[src/rtl/up_counter_mod.sv]
// Programmable-modulo up counter with enable, synchronous clear/load, terminal count,
// a one-cycle wrap pulse and a sticky overflow flag; optionally saturating at limit.
module up_counter_mod #(
   parameter int WIDTH    = 7,
   parameter bit SATURATE = 1'b0
) (
   input  logic             clk,
   input  logic             rst_n,
   input  logic             en,
   input  logic             clr,
   input  logic             load,
   input  logic [WIDTH-1:0] load_val,
   input  logic [WIDTH-1:0] limit,
   output logic [WIDTH-1:0] count,
   output logic             tc,
   output logic             wrap,
   output logic             ovf
);

   localparam logic [WIDTH-1:0] ALL_ONES = {WIDTH{1'b1}};
   localparam logic [WIDTH-1:0] ZERO     = {WIDTH{1'b0}};
   localparam logic [WIDTH-1:0] ONE      = WIDTH'(1);

   logic [WIDTH-1:0] count_r;
   logic             wrap_r;
   logic             ovf_r;
   logic [WIDTH-1:0] count_nxt_s;
   logic             wrap_nxt_s;
   logic             ovf_nxt_s;

   // Next-state selection with priority clr > load > en > hold
   always_comb begin
      count_nxt_s = count_r;
      wrap_nxt_s  = 1'b0;
      ovf_nxt_s   = ovf_r;
      if (clr) begin
         count_nxt_s = ZERO;
         ovf_nxt_s   = 1'b0;
      end else if (load) begin
         count_nxt_s = load_val;
      end else if (en) begin
         if (SATURATE) begin
            // Parked at limit, or at all-ones when started above limit
            if ((count_r == limit) || (count_r == ALL_ONES)) begin
               count_nxt_s = count_r;
            end else begin
               count_nxt_s = count_r + ONE;
            end
         end else begin
            if (count_r == limit) begin
               count_nxt_s = ZERO;
               wrap_nxt_s  = 1'b1;
               ovf_nxt_s   = 1'b1;
            end else if (count_r == ALL_ONES) begin
               // Natural rollover when counting from above a lowered limit
               count_nxt_s = ZERO;
               wrap_nxt_s  = 1'b1;
               ovf_nxt_s   = 1'b1;
            end else begin
               count_nxt_s = count_r + ONE;
            end
         end
      end else begin
         count_nxt_s = count_r;
      end
   end

   // State registers with asynchronous active-low reset
   always_ff @(posedge clk or negedge rst_n) begin
      if (!rst_n) begin
         count_r <= ZERO;
         wrap_r  <= 1'b0;
         ovf_r   <= 1'b0;
      end else begin
         count_r <= count_nxt_s;
         wrap_r  <= wrap_nxt_s;
         ovf_r   <= ovf_nxt_s;
      end
   end

   assign count = count_r;
   assign wrap  = wrap_r;
   assign ovf   = ovf_r;
   assign tc    = (count_r == limit);

endmodule

[config.mk]
export PLATFORM = sky130hd
export DESIGN_NAME = up_counter_mod
export DESIGN_NICKNAME = d
export VERILOG_FILES = /design/src/rtl/up_counter_mod.sv
export SDC_FILE = /design/constraint.sdc
export NUM_CORES = 1
export LEC_CHECK = 0
export BUFFER_PORTS_ARGS = -buffer_cell sky130_fd_sc_hd__buf_2
export CORE_MARGIN = 1.5
export CORE_UTILIZATION = 40
export DETAILED_ROUTE_END_ITERATION = 12
export PLACE_DENSITY = 0.69
export SYNTH_ARGS = -nofsm -noshare
export SYNTH_HDL_FRONTEND = slang
export SYNTH_SLANG_ARGS = --single-unit
[constraint.sdc]
create_clock -name clk -period 2.1 [get_ports clk]
set_input_delay 0.105 -clock clk [delete_from_list [all_inputs] [get_ports clk]]
set_output_delay 0.105 -clock clk [all_outputs]
set_load 0.01 [all_outputs]
* Word-level counts from Yosys, hierarchy flattened
Cells that the tools add are included.
** Storage, ports and cells
- Flip-flop bits (word level) :: 9
- Input bits :: 19
- Output and inout port bits :: 10
- Logic and storage cells :: 26
** Operators by class
- $add $sub $neg :: 1
- Equality and inequality tests :: 3
- Muxes and demuxes :: 15
- Reductions and logical operators :: 4
** Operators with widths (number)
- 2-to-1 mux 7 bit :: 5
- 2-to-1 mux 1 bit :: 10
- adder 7 x 1 -> 7 bit (second input constant) :: 1
- equality test 7 bit :: 1
- equality test 7 bit (second input constant) :: 1
- nonzero test 3 bit :: 2
- AND reduction 3 bit :: 1
- inequality test 2 bit (second input constant) :: 1
- nonzero test 2 bit :: 1

* Logic depth before layout (Yosys ltp)
Gate-level depths: netlist (run 1).
- Depth in word-level cells :: 6
- Depth in mapped cells :: 6
- Gate-level depth less buffers :: 6

* Worst setup path after synthesis (run 1)
No wires, ideal clock.
- Path type :: register to register
- Start point :: register count_r[0], in the netlist count[0]
- End point :: register count_r[3], in the netlist count[3]
- Setup time :: 0.124 ns
- Data arrival time :: 1.504 ns
- Required time :: 1.976 ns
- Setup slack :: 0.472 ns
- Cell stages (with the launch flop) :: 7
- Buffers on the path :: 0
- Period minus slack after synthesis :: 1.628 ns
- Cells stage by stage :: dfrtp_1 > ha_1 > nand3_2 > or3_1 > o21ai_2 > a2bb2oi_1 > o21ai_1
** Between the ends
- Cells in the longest elaborated chain, start to end :: 6
- Elaborated cells between the ends (all ways) :: 8
- Those cells by class :: add/sub: 1; eq/ne: 2; mux: 5
** Ends and longest elaborated chain
- from (decl) :: RTL line 24 : logic [WIDTH-1:0] count_r;
- from (signal assigned) :: RTL line 75 : count_r <= count_nxt_s;
- adder 7 x 1 -> 7 bit / equality test 7 bit (equally long branches) :: RTL line 60, 54
- 2-to-1 mux 7 bit :: RTL line 54 : end else if (count_r == ALL_ONES) begin
- 2-to-1 mux 7 bit * :: RTL line 50 : if (count_r == limit) begin
- 2-to-1 mux 7 bit * :: RTL line 41 : end else if (en) begin
- 2-to-1 mux 7 bit * :: RTL line 39 : end else if (load) begin
- 2-to-1 mux 7 bit * :: RTL line 36 : if (clr) begin
Mark *: on every way between the ends. The rest lies on a longest branch, timed or not. The select of a mux whose other input is x is not followed.
A chain may end at the register's enable or synchronous reset.

* Final worst setup path (run 1)
Same ends and word-level chain as after synthesis.

==> impl_metrics.json, run 1 <==
{
  "status": "finished, final reports clean",
  "synth_cell_types": 33,
  "reg2reg_slack_ns": 0.31,
  "rows": 14,
  "ys_warn_count": 0,
  "syn_area_sq_um": 664,
  "start_util_pct": 43.6,
  "die-area_sq_um": 1910,
  "htree_levels": 1,
  "die_y_microns": 43.8,
  "synth_edf_count": 0,
  "cp-end-kind": "flop",
  "layout.nets": 126,
  "drv_cap": 0,
  "globalRouteMet2Util_pct": 27.9,
  "cts_root_buffer": "clkbuf_4",
  "antenna_cells": 0,
  "top_usage_layer": "met2",
  "final_common_cell": "buf_2",
  "fin_setup_tns_ns": 0,
  "drt_pass1_iterations": 4,
  "synth_flop_cell": "dfrtp_1",
  "grt_use_met1_pct": 25.9,
  "hold_viol": 0,
  "slew_headroom_pct": 78.6,
  "p_per_area_nw_per_um2": 520,
  "wl_per_cell_microns": 12.9,
  "numCtsBuffers": 3,
  "grt_pass1_wl_microns": 2650,
  "clk_pin_slew_ns": 0.07,
  "dp.cells": 116,
  "hold_slack_ns": 0.0991,
  "synth.area.top_cells": "dfrtp_1 34%, xnor2_1 12%, a21oi_1 4.5%, nand2_1 4.0%, o32ai_1 4.0%",
  "synthesis.nets": 95,
  "drt_iter0_markers": 10,
  "postSynthCellCount": 75,
  "critPathMaxFanout": 6,
  "dp_hpwl_microns": 1250,
  "grt_pass1_vias": 613,
  "critPathRequiredTime_ns": 2.24,
  "leakage_nw": 0.379,
  "grt_util_all_layers_pct": 18.6,
  "area_delta_synth_final_pct": 27.1,
  "peakVddDrop_mv": 0.479,
  "ant_nets": 0,
  "drv_slew": 0,
  "critPathArrivalTime_ns": 1.93,
  "setup_violations": 0,
  "drc": 0,
  "clock_latency_ns": 0.26,
  "yosys.area.top_type": "dfrtp_1",
  "hold_class": "in -> reg",
  "vias": 673,
  "ys_ff_latch": 9,
  "cts_tree": "done",
  "cp-start-kind": "flop",
  "grt_max_degree": 17,
  "synth_top_area_share_pct": 33.9,
  "syn_avg_cell_area_sq_um": 8.86,
  "async_reset_ff_share_pct": 100,
  "io_pins": 29,
  "vias_per_cell": 5.56,
  "skew_ns": 0.00849,
  "post-route-period-util_pct": 85.2,
  "antenna_found_initial": 0,
  "instances_no_fill": 121,
  "port_buffers": 28,
  "cts.sinks": 9,
  "fmax_mhz": 559,
  "cts.path.max_buffers": 2,
  "crit_type": "reg -> reg",
  "place_congestion": 0.795,
  "core_area_sq_um": 1520,
  "cts.repair.resized": 0,
  "die_w_microns": 43.8,
  "rsz0062_at_grt": "false",
  "drive_gt1_share_pct": 35.2,
  "globalRouteOverflowTotal": 0,
  "tightestPinTransition_ns": 0.319,
  "grt_use_met3_pct": 2.92,
  "synth-seq-area-share_pct": 33.9,
  "period_minus_slack_ns": 1.79,
  "final_cell_mix": "28 x buf_2, 9 x xnor2_1, 9 x dfrtp_1",
  "finalWirelength_microns": 1560
}
-- Yosys cell counts (all sizes together), types with 3 or more instances --
| cell type | n |
|---|---|
| inv | 4 |
| buf | 3 |
| nand3 | 6 |
| xnor2 | 9 |
| o21ai | 3 |
| nor3b | 3 |
| a21oi | 7 |
| dfrtp | 9 |
| nand2 | 7 |
| nor2 | 4 |
| o32ai | 3 |
-- metrics by stage --
stage	setup WS [ns]	util (%)	cell area [sq um]	total power, mW
after floorplan	0.472	-	664	0.265
after global placement	0.439	53.0	807	0.306
after detailed placement	0.358	53.0	807	0.307
after CTS	0.335	55.4	845	0.443
after global routing	0.233	55.4	845	0.464
final	0.310	55.4	845	0.439
-- final timing paths --
path	startpoint	endpoint	cells past startpoint
worst min register to register	ovf	ovf	1
worst max register to register	count[0]	count[3]	6
worst max-delay path	count[0]	count[3]	6
worst min-delay path	load_val[0]	count[0]	3
max in group asynchronous	rst_n	count[4]	2
min in group asynchronous	rst_n	count[0]	2
-- sequential cells by signal, summed over array words and instances, names as in the netlist --
signal / count
count: 7
ovf: 1
wrap: 1
-- worst max-delay path: stages, from the launching register on --
cell and delay, ns:
dfrtp_1 0.45, ha_1 0.24, nand3_2 0.13, or3_1 0.40, o21ai_2 0.15, a2bb2oi_1 0.21, o21ai_1 0.09
-- where the power goes --
part / switching, mW / total (mW) / internal [mW]
sequential: 0.0172 / 0.200 / 0.183
combinational: 0.0522 / 0.104 / 0.0517
clock: 0.0648 / 0.135 / 0.0703
-- per-layer routing --
metal / share of wire (%) / vias up
li1: - / 337
met1: 47 / 304
met2: 45 / 28
met3: 6.3 / 4
met4: 1.9 / 0
met5: 0 / -
-- logic make-up (layout without fill, tap and decap cells) --
| kind of cell | after synthesis | after routing | share of synthesized area [%] |
|---|---|---|---|
| buffers and inverters | 7 | 37 | 4.90 |
| flip-flops | 9 | 9 | 33.9 |
| adder cells (fa/ha/maj) | 1 | 1 | 1.88 |
| XOR/XNOR | 9 | 9 | 11.9 |
| AO/OA/AOI/OAI | 22 | 22 | 23.7 |
| AND/OR/NAND/NOR | 27 | 27 | 23.7 |
-- timing repair --
action,in CTS,in global routing
hold endpoints to repair,9,0
buffers inserted,0,0
hold buffers,1,0
-- final cells by class --
class | instances | area [sq um]
flip-flops and latches | 9 | 225
inverters | 4 | 15.0
clock inverters | 1 | 5.00
well taps | 16 | 20.0
fillers | 144 | 679
clock buffers | 3 | 22.5
multi-input cells | 59 | 407
repair buffers | 29 | 150
No activity file was read; power rests on OpenSTA's default activity.
==> run 2, diff against run 1 <==
--- a/config.mk
+++ b/config.mk
@@ -5,11 +5,12 @@
 export SDC_FILE = /design/constraint.sdc
 export NUM_CORES = 1
 export LEC_CHECK = 0
+export ABC_AREA = 1
 export BUFFER_PORTS_ARGS = -buffer_cell sky130_fd_sc_hd__buf_2
 export CORE_MARGIN = 1.5
 export CORE_UTILIZATION = 40
 export DETAILED_ROUTE_END_ITERATION = 12
-export PLACE_DENSITY = 0.69
+export PLACE_DENSITY = 0.68
 export SYNTH_ARGS = -nofsm -noshare
 export SYNTH_HDL_FRONTEND = slang
 export SYNTH_SLANG_ARGS = --single-unit
==> constraint.sdc (replaced) <==
create_clock -name clk -period 2.2 [get_ports clk]
set_input_delay 0.11 -clock clk [delete_from_list [all_inputs] [get_ports clk]]
set_output_delay 0.11 -clock clk [all_outputs]
set_load 0.01 [all_outputs]
==> impl_metrics.json, run 2 <==
{
  "status": "finished, final reports clean",
  "synth.area.top_cells": "dfrtp_1 31%, nand2_1 26%, nor2_1 11%, inv_1 8.7%, nand3_1 4.8%",
  "rows": 15,
  "start_util_pct": 42.5,
  "antenna_found_initial": 0,
  "htree_levels": 1,
  "critPathRequiredTime_ns": 2.09,
  "drv_cap": 0,
  "cts.path.max_buffers": 2,
  "period_minus_slack_ns": 1.56,
  "peakVddDrop_mv": 0.340,
  "die_y_microns": 45.9,
  "slew_headroom_pct": 74.5,
  "ant_nets": 0,
  "syn_area_sq_um": 734,
  "nFillCells": 205,
  "drv_slew": 0,
  "syn_avg_cell_area_sq_um": 5.97,
  "wl_per_cell_microns": 9.66,
  "final_cell_mix": "50 x nand2_1, 28 x buf_2, 21 x nor2_1",
  "core_area_sq_um": 1730,
  "fin_setup_tns_ns": 0,
  "dp_hpwl_microns": 1380,
  "fmax_mhz": 641,
  "vias": 825,
  "crit_type": "reg -> out",
  "finalWirelength_microns": 1740,
  "drive_gt1_share_pct": 26.5,
  "ys_ff_latch": 9,
  "cts_root_buffer": "clkbuf_4",
  "clk_pin_slew_ns": 0.07,
  "synth_cell_types": 18,
  "instances_no_fill": 180,
  "die_w_microns": 45.9,
  "numCtsBuffers": 3,
  "synth_top_area_share_pct": 30.7,
  "p_per_area_nw_per_um2": 484,
  "hold_slack_ns": 0.0930,
  "rsz0062_at_grt": "false",
  "critPathArrivalTime_ns": 1.45,
  "critPathMaxFanout": 9,
  "cp-end-kind": "primary output",
  "post-route-period-util_pct": 70.9,
  "drt_pass1_iterations": 4,
  "cts.sinks": 9,
  "grt_max_degree": 14,
  "hold_class": "in -> reg",
  "clock_latency_ns": 0.27,
  "port_buffers": 28,
  "reg2reg_slack_ns": 0.65,
  "area_delta_synth_final_pct": 27.6,
  "antenna_cells": 0,
  "tightestPinTransition_ns": 0.383,
  "die-area_sq_um": 2100,
  "layout.nets": 176,
  "vias_per_cell": 4.58,
  "grt_pass1_vias": 689,
  "io_pins": 29,
  "synth_edf_count": 0,
  "skew_ns": 0.00364,
  "place_congestion": 0.765,
  "synth_flop_cell": "dfrtp_1",
  "post-synth-top-count-cell": "nand2_1",
  "yosys.area.top_type": "dfrtp_1",
  "drc": 0,
  "grt_util_all_layers_pct": 19.0,
  "final_common_cell": "nand2_1",
  "netlist_top_cells_count": "50 x nand2_1, 21 x nor2_1, 17 x inv_1",
  "synthesis.nets": 143,
  "totalPowerFinal_uw": 454,
  "cts_tree": "done",
  "leakage_nw": 0.588,
  "hold_viol": 0,
  "globalRouteOverflowTotal": 0,
  "setup_violations": 0,
  "drt_iter0_markers": 13,
  "synth-seq-area-share_pct": 30.7,
  "ys_warn_count": 0,
  "postSynthCellCount": 123,
  "grt_pass1_wl_microns": 2870,
  "dp.cells": 175,
  "cp-start-kind": "flop",
  "largest_reg_flops": 7,
  "async_reset_ff_share_pct": 100
}
==> run 2: cells by family after synthesis <==
kind of cell | Yosys count | synth area share (%)
adder cells (fa/ha/maj) | 1 | 1.70
XOR/XNOR | 4 | 4.77
AO/OA/AOI/OAI | 3 | 2.55
flip-flops | 9 | 30.7
AND/OR/NAND/NOR | 86 | 49.9
buffers and inverters | 20 | 10.4
==> run 2: metal layers <==
metal	part of all wire (%)	track usage, %
met1	47	25.1
met4	1.4	8.57
met3	5.0	2.78
met5	0	0
met2	47	30.3
==> run 2: stage by stage <==
step	utilization [%]	instance area, sq um	worst slack (ns)
finish	54.3	937	0.640
global route	54.3	937	0.468
CTS	54.3	937	0.640
detailed placement	52.2	901	0.660
global placement	52.2	901	0.737
floorplan	-	734	0.762
==> run 2: worst max-delay path: stages (launching register included) <==
cell and delay (ns):
dfrtp_1 0.47, xor2_1 0.19, nor2_1 0.18, nand3_4 0.16, inv_1 0.07, buf_2 0.12
==> run 2: final timing paths <==
path                                 end  cells after the start      from
worst max-delay path                  tc                      5  count[6]
worst min-delay path                wrap                      3        en
worst max register to register  count[1]                     10  count[0]
worst min register to register       ovf                      2       ovf
max in group asynchronous       count[5]                      2     rst_n
min in group asynchronous       count[0]                      2     rst_n
==> run 2: final cells by class <==
type	count	area [sq um]	area share [%]
Clock buffer	4	26.3	2.80
Inverter	19	71.3	7.61
Multi-Input combinational cell	94	433	46.2
Sequential cell	9	225	24.0
Tap cell	25	31.3	3.34
Timing Repair Buffer	29	150	16.0
==> run 2: report_power, final <==
group          switching (mW)  internal (mW)
registers              0.0210          0.177
clock network          0.0637         0.0702
logic                  0.0698         0.0524
==> run 2: timing repair <==
action                                 CTS  global route
endpoints found under the hold margin    9             0
setup buffers                            0             0
hold buffers                             1             0
gates resized for setup                  0             0
==> run 3, diff against run 2 <==
--- a/config.mk
+++ b/config.mk
@@ -5,12 +5,12 @@
 export SDC_FILE = /design/constraint.sdc
 export NUM_CORES = 1
 export LEC_CHECK = 0
-export ABC_AREA = 1
+export ABC_AREA = 0
 export BUFFER_PORTS_ARGS = -buffer_cell sky130_fd_sc_hd__buf_2
 export CORE_MARGIN = 1.5
 export CORE_UTILIZATION = 40
 export DETAILED_ROUTE_END_ITERATION = 12
-export PLACE_DENSITY = 0.68
+export PLACE_DENSITY = 0.69
 export SYNTH_ARGS = -nofsm -noshare
 export SYNTH_HDL_FRONTEND = slang
 export SYNTH_SLANG_ARGS = --single-unit
==> constraint.sdc (replaced) <==
create_clock -name clk -period 1.5 [get_ports clk]
set_input_delay 0.075 -clock clk [delete_from_list [all_inputs] [get_ports clk]]
set_output_delay 0.075 -clock clk [all_outputs]
set_load 0.01 [all_outputs]
==> impl_metrics.json, run 3 (synthesis gave the netlist of run 1 again) <==
{
  "pwr-share-clk_pct": 28.6,
  "vias": 782,
  "vias_per_cell": 5.67,
  "drive_gt1_share_pct": 54.1,
  "largest_reg_flops": 7,
  "power_switching_share_pct": 31.9,
  "dp_hpwl_microns": 1510,
  "instances_no_fill": 138,
  "numCtsBuffers": 3,
  "antenna_found_initial": 0,
  "antenna_cells": 0,
  "grt_util_all_layers_pct": 24.1,
  "drc": 0,
  "cts_tree": "done",
  "p_sw_uw": 223,
  "drv_cap": 0,
  "cp.buffers_inverters": 0,
  "crit_chain": "ha_4 > nand3_4 > or3_4 > o21ai_4 > o31a_1 > o21ai_1",
  "port_buffers": 28,
  "worst_slack_ns": -0.0152,
  "setup_violations": 2,
  "critPathArrivalTime_ns": 1.66,
  "period_minus_slack_ns": 1.52,
  "grt_pass1_vias": 772,
  "place_congestion": 0.745,
  "die_w_microns": 43.8,
  "finalWirelength_microns": 2130,
  "htree_levels": 1,
  "critPathRequiredTime_ns": 1.65,
  "peakVddDrop_mv": 0.508,
  "hold_class": "in -> reg",
  "layout.nets": 143,
  "drt_pass1_iterations": 4,
  "violations": "setup timing",
  "pwr-share-comb_pct": 31.7,
  "area_delta_synth_final_pct": 59.7,
  "dp.cells": 125,
  "drv_slew": 0,
  "clk_pin_slew_ns": 0.07,
  "core_area_sq_um": 1520,
  "grt_pass1_wl_microns": 3360,
  "skew_ns": 0.00577,
  "final_cell_mix": "27 x buf_2, 17 x buf_4, 7 x nand2_1",
  "cp_slowest_stage_delay_ns": 0.42,
  "detailedPlace.worstSlack_ns": -0.0295,
  "cts.path.max_buffers": 2,
  "cp-end-kind": "flop",
  "tightestPinTransition_ns": 0.419,
  "die-area_sq_um": 1910,
  "drt_iter0_markers": 14,
  "leakage_nw": 0.475,
  "rsz0062_at_grt": "true",
  "hold_viol": 0,
  "cts_root_buffer": "clkbuf_4",
  "start_util_pct": 43.6,
  "fmax_mhz": 660,
  "rows": 14,
  "internal_power_uw": 476,
  "clock_latency_ns": 0.26,
  "cts.sinks": 9,
  "globalRouteOverflowTotal": 0,
  "slew_headroom_pct": 71.8,
  "critPathMaxFanout": 6,
  "final_common_cell": "buf_2",
  "post-route-period-util_pct": 101,
  "ant_nets": 0,
  "die_y_microns": 43.8,
  "crit_type": "reg -> reg",
  "utilization_pct": 69.6,
  "grt_max_degree": 11,
  "cp-start-kind": "flop",
  "status": "finished with violations",
  "seqPwrFrac_pct": 39.8,
  "wl_per_cell_microns": 15.4,
  "io_pins": 29,
  "path_delay_family": "simple AND/OR/NAND/NOR gates",
  "slowest_stage": "dfrtp_2",
  "p_per_area_nw_per_um2": 659
}
## run 3: changes by cell type in the layout (fill, tap and decap cells not counted), sizes merged, moves of 6 or more
cell   before  now
buf        28   45
inv        19    4
nor2       23    4
xnor2       1    9
a21oi       1    7
nand2      53    7
## run 3: final timing paths
path,depth (start not counted),slack [ns],end,startpoint
worst max-delay path,6,-0.02,count[3],count[0]
worst min-delay path,3,0.06,count[0],load_val[0]
worst max register to register,6,-0.02,count[3],count[0]
worst min register to register,1,0.53,ovf,ovf
max in group asynchronous,2,1.09,count[6],rst_n
min in group asynchronous,2,0.20,ovf,rst_n
## run 3: what timing repair did
action | 4_1_cts | 5_1_grt
endpoints found under the hold margin | 9 | 0
resized for setup | 4 | 6
buffers inserted | 7 | 1
pin swaps | 8 | 7
endpoints found under the setup margin | 4 | 7
hold buffers | 1 | 0
## run 3: power by group through the flow
| stage | clock [mW] | combinational [mW] | sequential [mW] |
|---|---|---|---|
| after floorplan | 0 | 0.0899 | 0.292 |
| after global placement | 0 | 0.175 | 0.282 |
| after detailed placement | 0 | 0.180 | 0.284 |
| after CTS | 0.200 | 0.208 | 0.276 |
| after global routing | 0.214 | 0.242 | 0.279 |
| final | 0.200 | 0.222 | 0.278 |
## run 3: tightest hold or removal path, stage by stage
cell,delay (ns)
buf_2,0.07
a31oi_1,0.07
o21ai_1,0.07
## run 3: cell type report
cell class                      count  area, sq um
Inverter                            4         15.0
Clock buffer                        4         26.3
Tap cell                           16         20.0
Sequential cell                     9          230
Multi-Input combinational cell     59          485
Timing Repair Buffer               46          284
Fill cell                         128          463
## run 3: routing by layer
| layer | vias to the layer above | global-route usage (%) | routed length (microns) |
|---|---|---|---|
| met3 | 8 | 6.25 | 143 |
| li1 | 370 | - | - |
| met1 | 364 | 28.2 | 873 |
| met4 | 0 | 14.5 | 51 |
| met2 | 40 | 39.1 | 1060 |
| met5 | - | 0 | 0 |
## run 3: through the flow
| step | setup TNS [ns] | power (mW) | instance area, sq um | hold slack, ns |
|---|---|---|---|---|
| 2_1_floorplan | -0.0142 | 0.381 | 704 | -0.221 |
| 3_3_place_gp | 0 | 0.458 | 915 | -0.0622 |
| 3_5_place_dp | -0.0295 | 0.464 | 915 | -0.0600 |
| 4_1_cts | -0.0359 | 0.684 | 1020 | 0.0587 |
| 5_1_grt | -0.367 | 0.735 | 1060 | 0.0717 |
| 6_report | -0.0175 | 0.700 | 1060 | 0.0637 |
